===== config.mk =====
export PLATFORM = sky130hd
export DESIGN_NAME = stage_execute_mc
export DESIGN_NICKNAME = d
export VERILOG_FILES = /design/src/rtl/stage_execute_mc.sv
export SDC_FILE = /design/constraint.sdc
export NUM_CORES = 1
export LEC_CHECK = 0
export CORE_MARGIN = 8
export CORE_UTILIZATION = 47
export DETAILED_ROUTE_END_ITERATION = 10
export PLACE_DENSITY_LB_ADDON = 0.12
export RECOVER_POWER = 50
export SLEW_MARGIN = 20
export SYNTH_ARGS = -nofsm -noshare
export SYNTH_HDL_FRONTEND = slang
export SYNTH_SLANG_ARGS = --single-unit

===== constraint.sdc =====
create_clock -name clk -period 11.7 [get_ports clk]
set_clock_uncertainty 0.1 [all_clocks]
set_input_delay 2.925 -clock clk [delete_from_list [all_inputs] [get_ports clk]]
set_output_delay 2.925 -clock clk [all_outputs]
set_load 0.03 [all_outputs]

===== src/rtl/stage_execute_mc.sv =====
// EX stage: operand forwarding, ALU, branch resolution and EX/MEM register.
// Iterative shift-add multiplier (MUL/MULHU) stalls upstream through ex_busy.
module stage_execute_mc #(
    parameter int XLEN       = 32,
    parameter int REG_ADDR_W = 5,
    parameter int MUL_STEP   = 1
) (
    input  logic                  clk,
    input  logic                  reset,
    input  logic                  mem_clear,
    input  logic                  ex_reg_write,
    input  logic                  ex_mem_write,
    input  logic                  ex_jump,
    input  logic                  ex_jump_cond,
    input  logic [2:0]            ex_jump_cond_type,
    input  logic [3:0]            ex_alu_control,
    input  logic                  ex_alu_src,
    input  logic [1:0]            ex_result_src,
    input  logic [XLEN-1:0]       ex_pc,
    input  logic [XLEN-1:0]       ex_pc_plus_4,
    input  logic [XLEN-1:0]       ex_imm_ext,
    input  logic [XLEN-1:0]       ex_rd1,
    input  logic [XLEN-1:0]       ex_rd2,
    input  logic [REG_ADDR_W-1:0] ex_rd,
    input  logic [XLEN-1:0]       wb_result,
    input  logic [1:0]            ex_op1_forward,
    input  logic [1:0]            ex_op2_forward,
    output logic                  ex_busy,
    output logic                  ex_pc_src,
    output logic [XLEN-1:0]       ex_pc_target,
    output logic                  mem_reg_write,
    output logic                  mem_mem_write,
    output logic [1:0]            mem_result_src,
    output logic [XLEN-1:0]       mem_alu_result,
    output logic [XLEN-1:0]       mem_write_data,
    output logic [XLEN-1:0]       mem_pc_plus_4,
    output logic [XLEN-1:0]       mem_imm_ext,
    output logic [REG_ADDR_W-1:0] mem_rd
);

    localparam int N     = XLEN / MUL_STEP;
    localparam int CNT_W = $clog2(N) + 1;
    localparam int SH_W  = $clog2(XLEN);
    localparam logic [CNT_W-1:0] LAST = CNT_W'(N - 1);

    typedef enum logic [1:0] {
        IDLE,
        BUSY,
        DONE
    } state_t;

    logic [XLEN-1:0]   op1_fwd;
    logic [XLEN-1:0]   op2_fwd;
    logic [XLEN-1:0]   src_b;
    logic [XLEN-1:0]   alu_out;
    logic [XLEN-1:0]   mul_result;
    logic [XLEN-1:0]   alu_result;
    logic [SH_W-1:0]   shamt;
    logic              cond_true;
    logic              is_mul;
    logic              busy_raw;
    logic              bubble;
    logic [2*XLEN-1:0] partial;

    state_t            state_q, state_d;
    logic [CNT_W-1:0]  cnt_q, cnt_d;
    logic [2*XLEN-1:0] mcand_q, mcand_d;
    logic [XLEN-1:0]   mplier_q, mplier_d;
    logic [2*XLEN-1:0] acc_q, acc_d;
    logic              hi_q, hi_d;

    logic                  mem_reg_write_q, mem_reg_write_d;
    logic                  mem_mem_write_q, mem_mem_write_d;
    logic [1:0]            mem_result_src_q, mem_result_src_d;
    logic [XLEN-1:0]       mem_alu_result_q, mem_alu_result_d;
    logic [XLEN-1:0]       mem_write_data_q, mem_write_data_d;
    logic [XLEN-1:0]       mem_pc_plus_4_q, mem_pc_plus_4_d;
    logic [XLEN-1:0]       mem_imm_ext_q, mem_imm_ext_d;
    logic [REG_ADDR_W-1:0] mem_rd_q, mem_rd_d;

    assign is_mul = (ex_alu_control[3:1] == 3'b100);

    // Forwarding muxes: 01 takes WB, 10 takes MEM, anything else the register file
    always_comb begin
        op1_fwd = ex_rd1;
        op2_fwd = ex_rd2;
        case (ex_op1_forward)
            2'b01:   op1_fwd = wb_result;
            2'b10:   op1_fwd = mem_alu_result_q;
            default: op1_fwd = ex_rd1;
        endcase
        case (ex_op2_forward)
            2'b01:   op2_fwd = wb_result;
            2'b10:   op2_fwd = mem_alu_result_q;
            default: op2_fwd = ex_rd2;
        endcase
    end

    assign src_b = ex_alu_src ? ex_imm_ext : op2_fwd;
    assign shamt = src_b[SH_W-1:0];

    // Single-cycle ALU on the low three control bits
    always_comb begin
        alu_out = '0;
        case (ex_alu_control[2:0])
            3'b000: alu_out = op1_fwd + src_b;
            3'b001: alu_out = op1_fwd - src_b;
            3'b010: alu_out = op1_fwd & src_b;
            3'b011: alu_out = op1_fwd | src_b;
            3'b100: alu_out = op1_fwd ^ src_b;
            3'b101: alu_out = {{(XLEN-1){1'b0}},
                               ($signed(op1_fwd) < $signed(src_b))};
            3'b110: alu_out = op1_fwd << shamt;
            3'b111: alu_out = op1_fwd >> shamt;
            default: alu_out = '0;
        endcase
    end

    // Branch condition, RISC-V funct3 encoding on the forwarded operands
    always_comb begin
        cond_true = 1'b0;
        case (ex_jump_cond_type)
            3'b000: cond_true = (op1_fwd == op2_fwd);
            3'b001: cond_true = (op1_fwd != op2_fwd);
            3'b100: cond_true = ($signed(op1_fwd) < $signed(op2_fwd));
            3'b101: cond_true = ($signed(op1_fwd) >= $signed(op2_fwd));
            3'b110: cond_true = (op1_fwd < op2_fwd);
            3'b111: cond_true = (op1_fwd >= op2_fwd);
            default: cond_true = 1'b0;
        endcase
    end

    assign ex_pc_target = ex_pc + ex_imm_ext;
    assign ex_pc_src = ((ex_jump_cond & cond_true) | ex_jump)
                       & ~reset & ~is_mul;

    // Sum of MUL_STEP shifted partial products for this iteration
    always_comb begin
        partial = '0;
        for (int j = 0; j < MUL_STEP; j++) begin
            if (mplier_q[j]) begin
                partial = partial + (mcand_q << j);
            end
        end
    end

    // Multiplier FSM: IDLE latches operands, BUSY iterates, DONE presents result
    always_comb begin
        state_d  = state_q;
        cnt_d    = cnt_q;
        mcand_d  = mcand_q;
        mplier_d = mplier_q;
        acc_d    = acc_q;
        hi_d     = hi_q;
        busy_raw = 1'b0;
        case (state_q)
            IDLE: begin
                if (is_mul && !mem_clear) begin
                    busy_raw = 1'b1;
                    state_d  = BUSY;
                    cnt_d    = '0;
                    mcand_d  = {{XLEN{1'b0}}, op1_fwd};
                    mplier_d = op2_fwd;
                    acc_d    = '0;
                    hi_d     = ex_alu_control[0];
                end
            end
            BUSY: begin
                busy_raw = 1'b1;
                acc_d    = acc_q + partial;
                mcand_d  = mcand_q << MUL_STEP;
                mplier_d = mplier_q >> MUL_STEP;
                cnt_d    = cnt_q + 1'b1;
                if (cnt_q == LAST) begin
                    state_d = DONE;
                end
            end
            DONE: begin
                state_d = IDLE;
            end
            default: begin
                state_d = IDLE;
            end
        endcase
        if (mem_clear) begin
            state_d = IDLE;
            cnt_d   = '0;
        end
    end

    // A flush cancels any stall request; reset forces it low asynchronously
    assign ex_busy = busy_raw & ~mem_clear & ~reset;

    assign mul_result = hi_q ? acc_q[2*XLEN-1:XLEN] : acc_q[XLEN-1:0];
    assign alu_result = (state_q == DONE) ? mul_result : alu_out;
    assign bubble     = busy_raw | mem_clear;

    // Next EX/MEM contents: bubble while stalled or flushed
    always_comb begin
        mem_reg_write_d  = 1'b0;
        mem_mem_write_d  = 1'b0;
        mem_result_src_d = '0;
        mem_alu_result_d = '0;
        mem_write_data_d = '0;
        mem_pc_plus_4_d  = '0;
        mem_imm_ext_d    = '0;
        mem_rd_d         = '0;
        if (!bubble) begin
            mem_reg_write_d  = ex_reg_write;
            mem_mem_write_d  = ex_mem_write;
            mem_result_src_d = ex_result_src;
            mem_alu_result_d = alu_result;
            mem_write_data_d = op2_fwd;
            mem_pc_plus_4_d  = ex_pc_plus_4;
            mem_imm_ext_d    = ex_imm_ext;
            mem_rd_d         = ex_rd;
        end
    end

    // Multiplier state registers
    always_ff @(posedge clk or posedge reset) begin
        if (reset) begin
            state_q  <= IDLE;
            cnt_q    <= '0;
            mcand_q  <= '0;
            mplier_q <= '0;
            acc_q    <= '0;
            hi_q     <= 1'b0;
        end else begin
            state_q  <= state_d;
            cnt_q    <= cnt_d;
            mcand_q  <= mcand_d;
            mplier_q <= mplier_d;
            acc_q    <= acc_d;
            hi_q     <= hi_d;
        end
    end

    // EX/MEM pipeline register
    always_ff @(posedge clk or posedge reset) begin
        if (reset) begin
            mem_reg_write_q  <= 1'b0;
            mem_mem_write_q  <= 1'b0;
            mem_result_src_q <= '0;
            mem_alu_result_q <= '0;
            mem_write_data_q <= '0;
            mem_pc_plus_4_q  <= '0;
            mem_imm_ext_q    <= '0;
            mem_rd_q         <= '0;
        end else begin
            mem_reg_write_q  <= mem_reg_write_d;
            mem_mem_write_q  <= mem_mem_write_d;
            mem_result_src_q <= mem_result_src_d;
            mem_alu_result_q <= mem_alu_result_d;
            mem_write_data_q <= mem_write_data_d;
            mem_pc_plus_4_q  <= mem_pc_plus_4_d;
            mem_imm_ext_q    <= mem_imm_ext_d;
            mem_rd_q         <= mem_rd_d;
        end
    end

    assign mem_reg_write  = mem_reg_write_q;
    assign mem_mem_write  = mem_mem_write_q;
    assign mem_result_src = mem_result_src_q;
    assign mem_alu_result = mem_alu_result_q;
    assign mem_write_data = mem_write_data_q;
    assign mem_pc_plus_4  = mem_pc_plus_4_q;
    assign mem_imm_ext    = mem_imm_ext_q;
    assign mem_rd         = mem_rd_q;

endmodule


# --- After elaboration in Yosys (flattened, before gate mapping) ---
# Cells that the tools add are included.
classes:
  n_addsub: 5
  multipliers: 0
  div: 0
  order_cmp: 5
  n_eq_ne: 25
  n_shift: 2
  n_mux: 31
  bitwise: 13
  n_reduce_logical: 11
ops:
  columns: ["operator", "n"]
  rows:
  - ["32-bit 2-to-1 mux", 8]
  - ["32-bit one-hot mux with 8 select lines", 1]
  - ["64-bit one-hot mux with 2 select lines", 2]
  - ["64-bit 2-to-1 mux", 3]
  - ["32-bit one-hot mux with 2 select lines", 3]
  - ["32-bit < comparator", 3]
  - ["32-bit adder", 2]
  - ["64-bit adder", 1]
  - ["32-bit greater-or-equal comparator", 2]
  - ["32-bit AND", 1]
  - ["32-bit equality test", 1]
  - ["32-bit inequality test", 1]
  - ["32-bit bitwise OR", 1]
  - ["32-bit by 5-bit << shifter with 32-bit output", 1]
  - ["32-bit by 5-bit >> shifter with 32-bit output", 1]
  - ["32-bit subtractor", 1]
  - ["32-bit bitwise XOR", 1]
  - ["3-bit equality test, second input constant", 9]
  - ["6-bit 2-to-1 mux", 2]
  - ["6-bit one-hot mux with 2 select lines", 1]
  - ["2-bit 2-to-1 mux", 4]
  - ["2-bit AND reduction", 4]
  - ["6-bit by 1-bit adder with 6-bit output, second input constant", 1]
  - ["2-bit by 1-bit equality test with 1-bit output, second input constant", 3]
  - ["other kinds (20)", 35]
totals:
  ff_bits: 306
  latchBits: 0
  mem_bits_rw: 0
  mem_bits_ro: 0
  n_memories: 0

# --- Logic depth before layout (Yosys ltp) ---
logic_depth:
  depth_word: 8
  ltp_mapped: 22

# --- Worst setup path after synthesis ---
# Ideal clock, no wire load.
synth_timing:
  kind: "input to output"
  from: "input port ex_op2_forward[0]"
  to: "output port ex_pc_src"
  arrival_time_ns: 6.481
  required_ns: 8.675
  setup_slack_ns: 2.194
  stages: 16
  n_path_buf: 3
  path_cell_list: "inv_1 > ha_1 > buf_2 > clkbuf_1 > clkbuf_1 > a221o_1 > o21ai_0 > ha_1 > nand3_1 > nor4_1 > nand4_1 > nor4_1 > nor2_1 > mux2i_1 > mux2i_1 > o21ai_0"
synth_between:
  elab_chain_cells: 8
synth_lines:
  columns: ["item", "line", "source"]
  rows:
  - ["start: declaration", "27", "input logic [1:0] ex_op2_forward,"]
  - ["2-bit equality test or 2-bit by 1-bit equality test with 1-bit output (tied branches)", "92", "case (ex_op2_forward)"]
  - ["32-bit one-hot mux with 2 select lines *", "92", null]
  - ["32-bit greater-or-equal comparator (tied with other cells)", "128", "3'b111: cond_true = (op1_fwd >= op2_fwd);"]
  - ["1-bit one-hot mux with 6 select lines *", "122", "case (ex_jump_cond_type)"]
  - ["1-bit AND *", "134", "assign ex_pc_src = ((ex_jump_cond & cond_true) | ex_jump)"]
  - ["1-bit bitwise OR *", "134", null]
  - ["1-bit AND * (2 in series)", "135", "& ~reset & ~is_mul;"]
  - ["end: declaration", "29", "output logic ex_pc_src,"]
# Mark *: on every way between the ends. The rest lies on a longest branch, timed or not.

# --- Final worst setup path ---
layout_timing:
  from: "input port ex_op1_forward[0]"
  to: "output port ex_pc_src"
layout_between:
  elab_chain_cells: 8
layout_lines:
  columns: ["item", "line", "source"]
  rows:
  - ["start: declaration", "26", "input logic [1:0] ex_op1_forward,"]
  - ["2-bit equality test or 2-bit by 1-bit equality test with 1-bit output (tied branches)", "87", "case (ex_op1_forward)"]
  - ["32-bit one-hot mux with 2 select lines *", "87", null]
  - ["32-bit greater-or-equal comparator (tied with other cells)", "128", null]
  - ["1-bit one-hot mux with 6 select lines *", "122", null]
  - ["1-bit AND *", "134", null]
  - ["1-bit bitwise OR *", "134", null]
  - ["1-bit AND * (2 in series)", "135", null]
# Marks and branches as above.

==> reports/metrics.cfg <==
[cts]
post_cts.repair.setup_buffers=0
cts_sinks=306
worstSkewPairLatency_ns=0.58
cts_made_buffers=38
postCtsResizedCells=0
cts_root_buf=clkbuf_16
tritoncts=done
ctsHoldBuffers=0
htree_levels=2
cts.clk_slew.worst_paths_ns=0.05
clock_path_buffers=3

[worst_setup_path]
crit_path_frequent_cell=nor4_1
endpoint_kind=primary output
worstReg2RegStart=mem_alu_result[3]
path_cells=clkdlybuf4s50_1 > inv_1 > ha_2 > o21ai_1 > ha_1 > nand2_1 > nor4_1 > nand4_1 > nor4_1 > xnor2_1 > nor2_1 > o211ai_1 > o21ai_0 > buf_4
crit_end=ex_pc_src
startpoint=ex_op1_forward[0]
required_ns=8.68
max_stage_delay_ns=0.88
path_class=in -> out
reg2reg_depth=16
reg2reg_slack_ns=5.86
critPathArrivalTime_ns=7.44
slowest_stage=ha_2
r2r_end=mem_alu_result[30]
crit_fanout=42
crit_path_start_kind=input pin

[floorplanning]
start_util_pct=47.52
core-area_um2=56390
die_h_um=254.8
io_pins=389
die_x_um=254.8
dieArea_um2=64900
rows=87

[status]
status=finished, violations left
violations=capacitance limit, slew limit

[timing]
worstMarginPinSlew_ns=5.201
finalHoldViolations=0
finalSetupViolations=0
rsz0062_at_grt=false
slew_viol_final=313
min_period_ns=10.47
max_slew_margin_pct=-248.7
max_freq_mhz=95.54
fin_ws_ns=1.233
finalSetupTns_ns=0
fin_crit_sh_pct=89.46

[layout]
layout_common_cells=dfrtp_1, nand2_1, clkdlybuf4s50_1
instances_no_fill=4379
area_delta_synth_final_pct=22.04
final_common_cell=dfrtp_1
fin_nets=4032
final_area_um2=32700
drive_above_1_share_pct=5.599

[drt]
wl_met3_mm=14.59
highest_layer=met5
antenna_left=0
drtIter0Drc=4354
first_pass_iters=10
drc=0
num_vias=29252
wl_per_cell_um=31.17
wl_met1_mm=49.21
routed_wirelength_mm=136.5
route.met2.wl_mm=62.17
vias_per_cell=6.680

[placement]
dpl-instance-area_um2=31330
place.gp.congestion=1.074
dp_cells=4297
dp_slack_ns=1.419
io_buffers=388
dpl.hpwl_mm=106.4

[synth]
syn-num-nets=3750
ys_seq_area_share_pct=28.58
synth_edf_count=0
ys_warn_count=0
synth_seq_cells=306
synth_area_um2=26790
yosys.cell_types.count=96
synth_area_per_cell_um2=8.119
ys.flop_type=dfrtp_1
syn_inst=3300
async_flop_share_pct=100.0

[grt]
grt_max_degree=115
grt_antenna_before_repair=20
grt-ovfl-total=0
grt_pass1_vias=28506
track_usage_pct=40.54
grt_pass1_wl_mm=195.9

[power]
p_clk_share_pct=26.2
p_per_area_nw_per_um2=148.7
seqPwrFrac_pct=28.8
ir_drop_uv=133.4
power_switching_uw=2091
p_comb_share_pct=45.0
internal_power_uw=2773
netSwitchingFraction_pct=42.99
total_power_uw=4864
p_leak_uw=0.01471

[job]
drv_cap=4

[hold_path]
hp-start=acc_q[17]
hold_class=reg -> reg

## stage by stage
| stage | util (%) | hold slack (ns) |
|---|---|---|
| final | 57.99 | 0.4098 |
| after global routing | 57.98 | 0.4294 |
| after CTS | 57.92 | 0.4128 |
| after detailed placement | 55.57 | 0.3945 |
| after global placement | 55.57 | 0.3890 |
| after floorplan | - | 0.3525 |
## logic make-up after synthesis
group	after synthesis	synth area share, %
AO/OA/AOI/OAI	1145	28.39
AND/OR/NAND/NOR	957	16.85
buffers and inverters	391	5.730
flip-flops	306	28.58
adder cells (fa/ha/maj)	232	10.95
XOR/XNOR	137	4.478
multiplexers	132	5.020
## area by class of cell
| cell class | instances | area [um2] |
|---|---|---|
| repair buffers | 460 | 4413 |
| flip-flops and latches | 306 | 7657 |
| multi-input cells | 2603 | 17670 |
| clock buffers | 51 | 1101 |
| diodes | 15 | 37.54 |
| well taps | 756 | 945.9 |
| fillers | 5075 | 23690 |
| clock inverters | 15 | 225.2 |
| inverters | 173 | 653.1 |
## critical path, delay by kind of cell
kind | cells | cell delay, ns
compound gates | 3 | 0.76
xor+xnor | 1 | 0.14
fa+ha+maj | 2 | 1.32
buf+inv | 3 | 0.77
simple gates | 5 | 1.50
## metal layers
metal | GRT usage [%] | vias up
met5 | 0 | -
met3 | 9.455 | 510
met2 | 65.53 | 2157
met4 | 26.70 | 2
li1 | - | 12599
met1 | 48.01 | 13984
## how the worst min path moves through the flow
stage / slack, ns / cells after the start / end
2_1_floorplan: 0.35 / 1 / acc_q[63]
3_3_place_gp: 0.39 / 1 / mcand_q[63]
3_5_place_dp: 0.39 / 1 / mplier_q[20]
4_1_cts: 0.41 / 2 / mcand_q[9]
5_1_grt: 0.43 / 1 / mplier_q[12]
6_report: 0.41 / 2 / acc_q[17]
## power by group through the flow
stage                     Clock [uW]  Combinational (uW)  Sequential [uW]
after detailed placement           0                2110             1410
after CTS                       1290                2120             1390
final                           1280                2190             1400
after floorplan                    0                1290             1400
after global routing            1330                2310             1410
after global placement             0                2090             1400
## cells in the mapped netlist, types with 78 or more instances
cell type	instances	area (um2)
dfrtp_1	306	7657
ha_1	228	2853
o21ai_0	227	1136
a21oi_1	259	1296
and2_1	145	907.1
nand2_1	282	1059
mux2i_1	113	1131
o21ai_1	99	495.5
clkbuf_1	162	608.1
inv_1	164	615.6
xnor2_1	93	814.5
nor2_1	268	1006
nand3_1	78	390.4
## state kept, by name, indices dropped and copies added (netlist names), 6 cells and up
register        flops
acc_q              64
mcand_q            64
mem_alu_result     32
mem_imm_ext        32
mem_pc_plus_4      32
mem_write_data     32
mplier_q           32
cnt_q               6
Power figures use the tool's default switching activity.
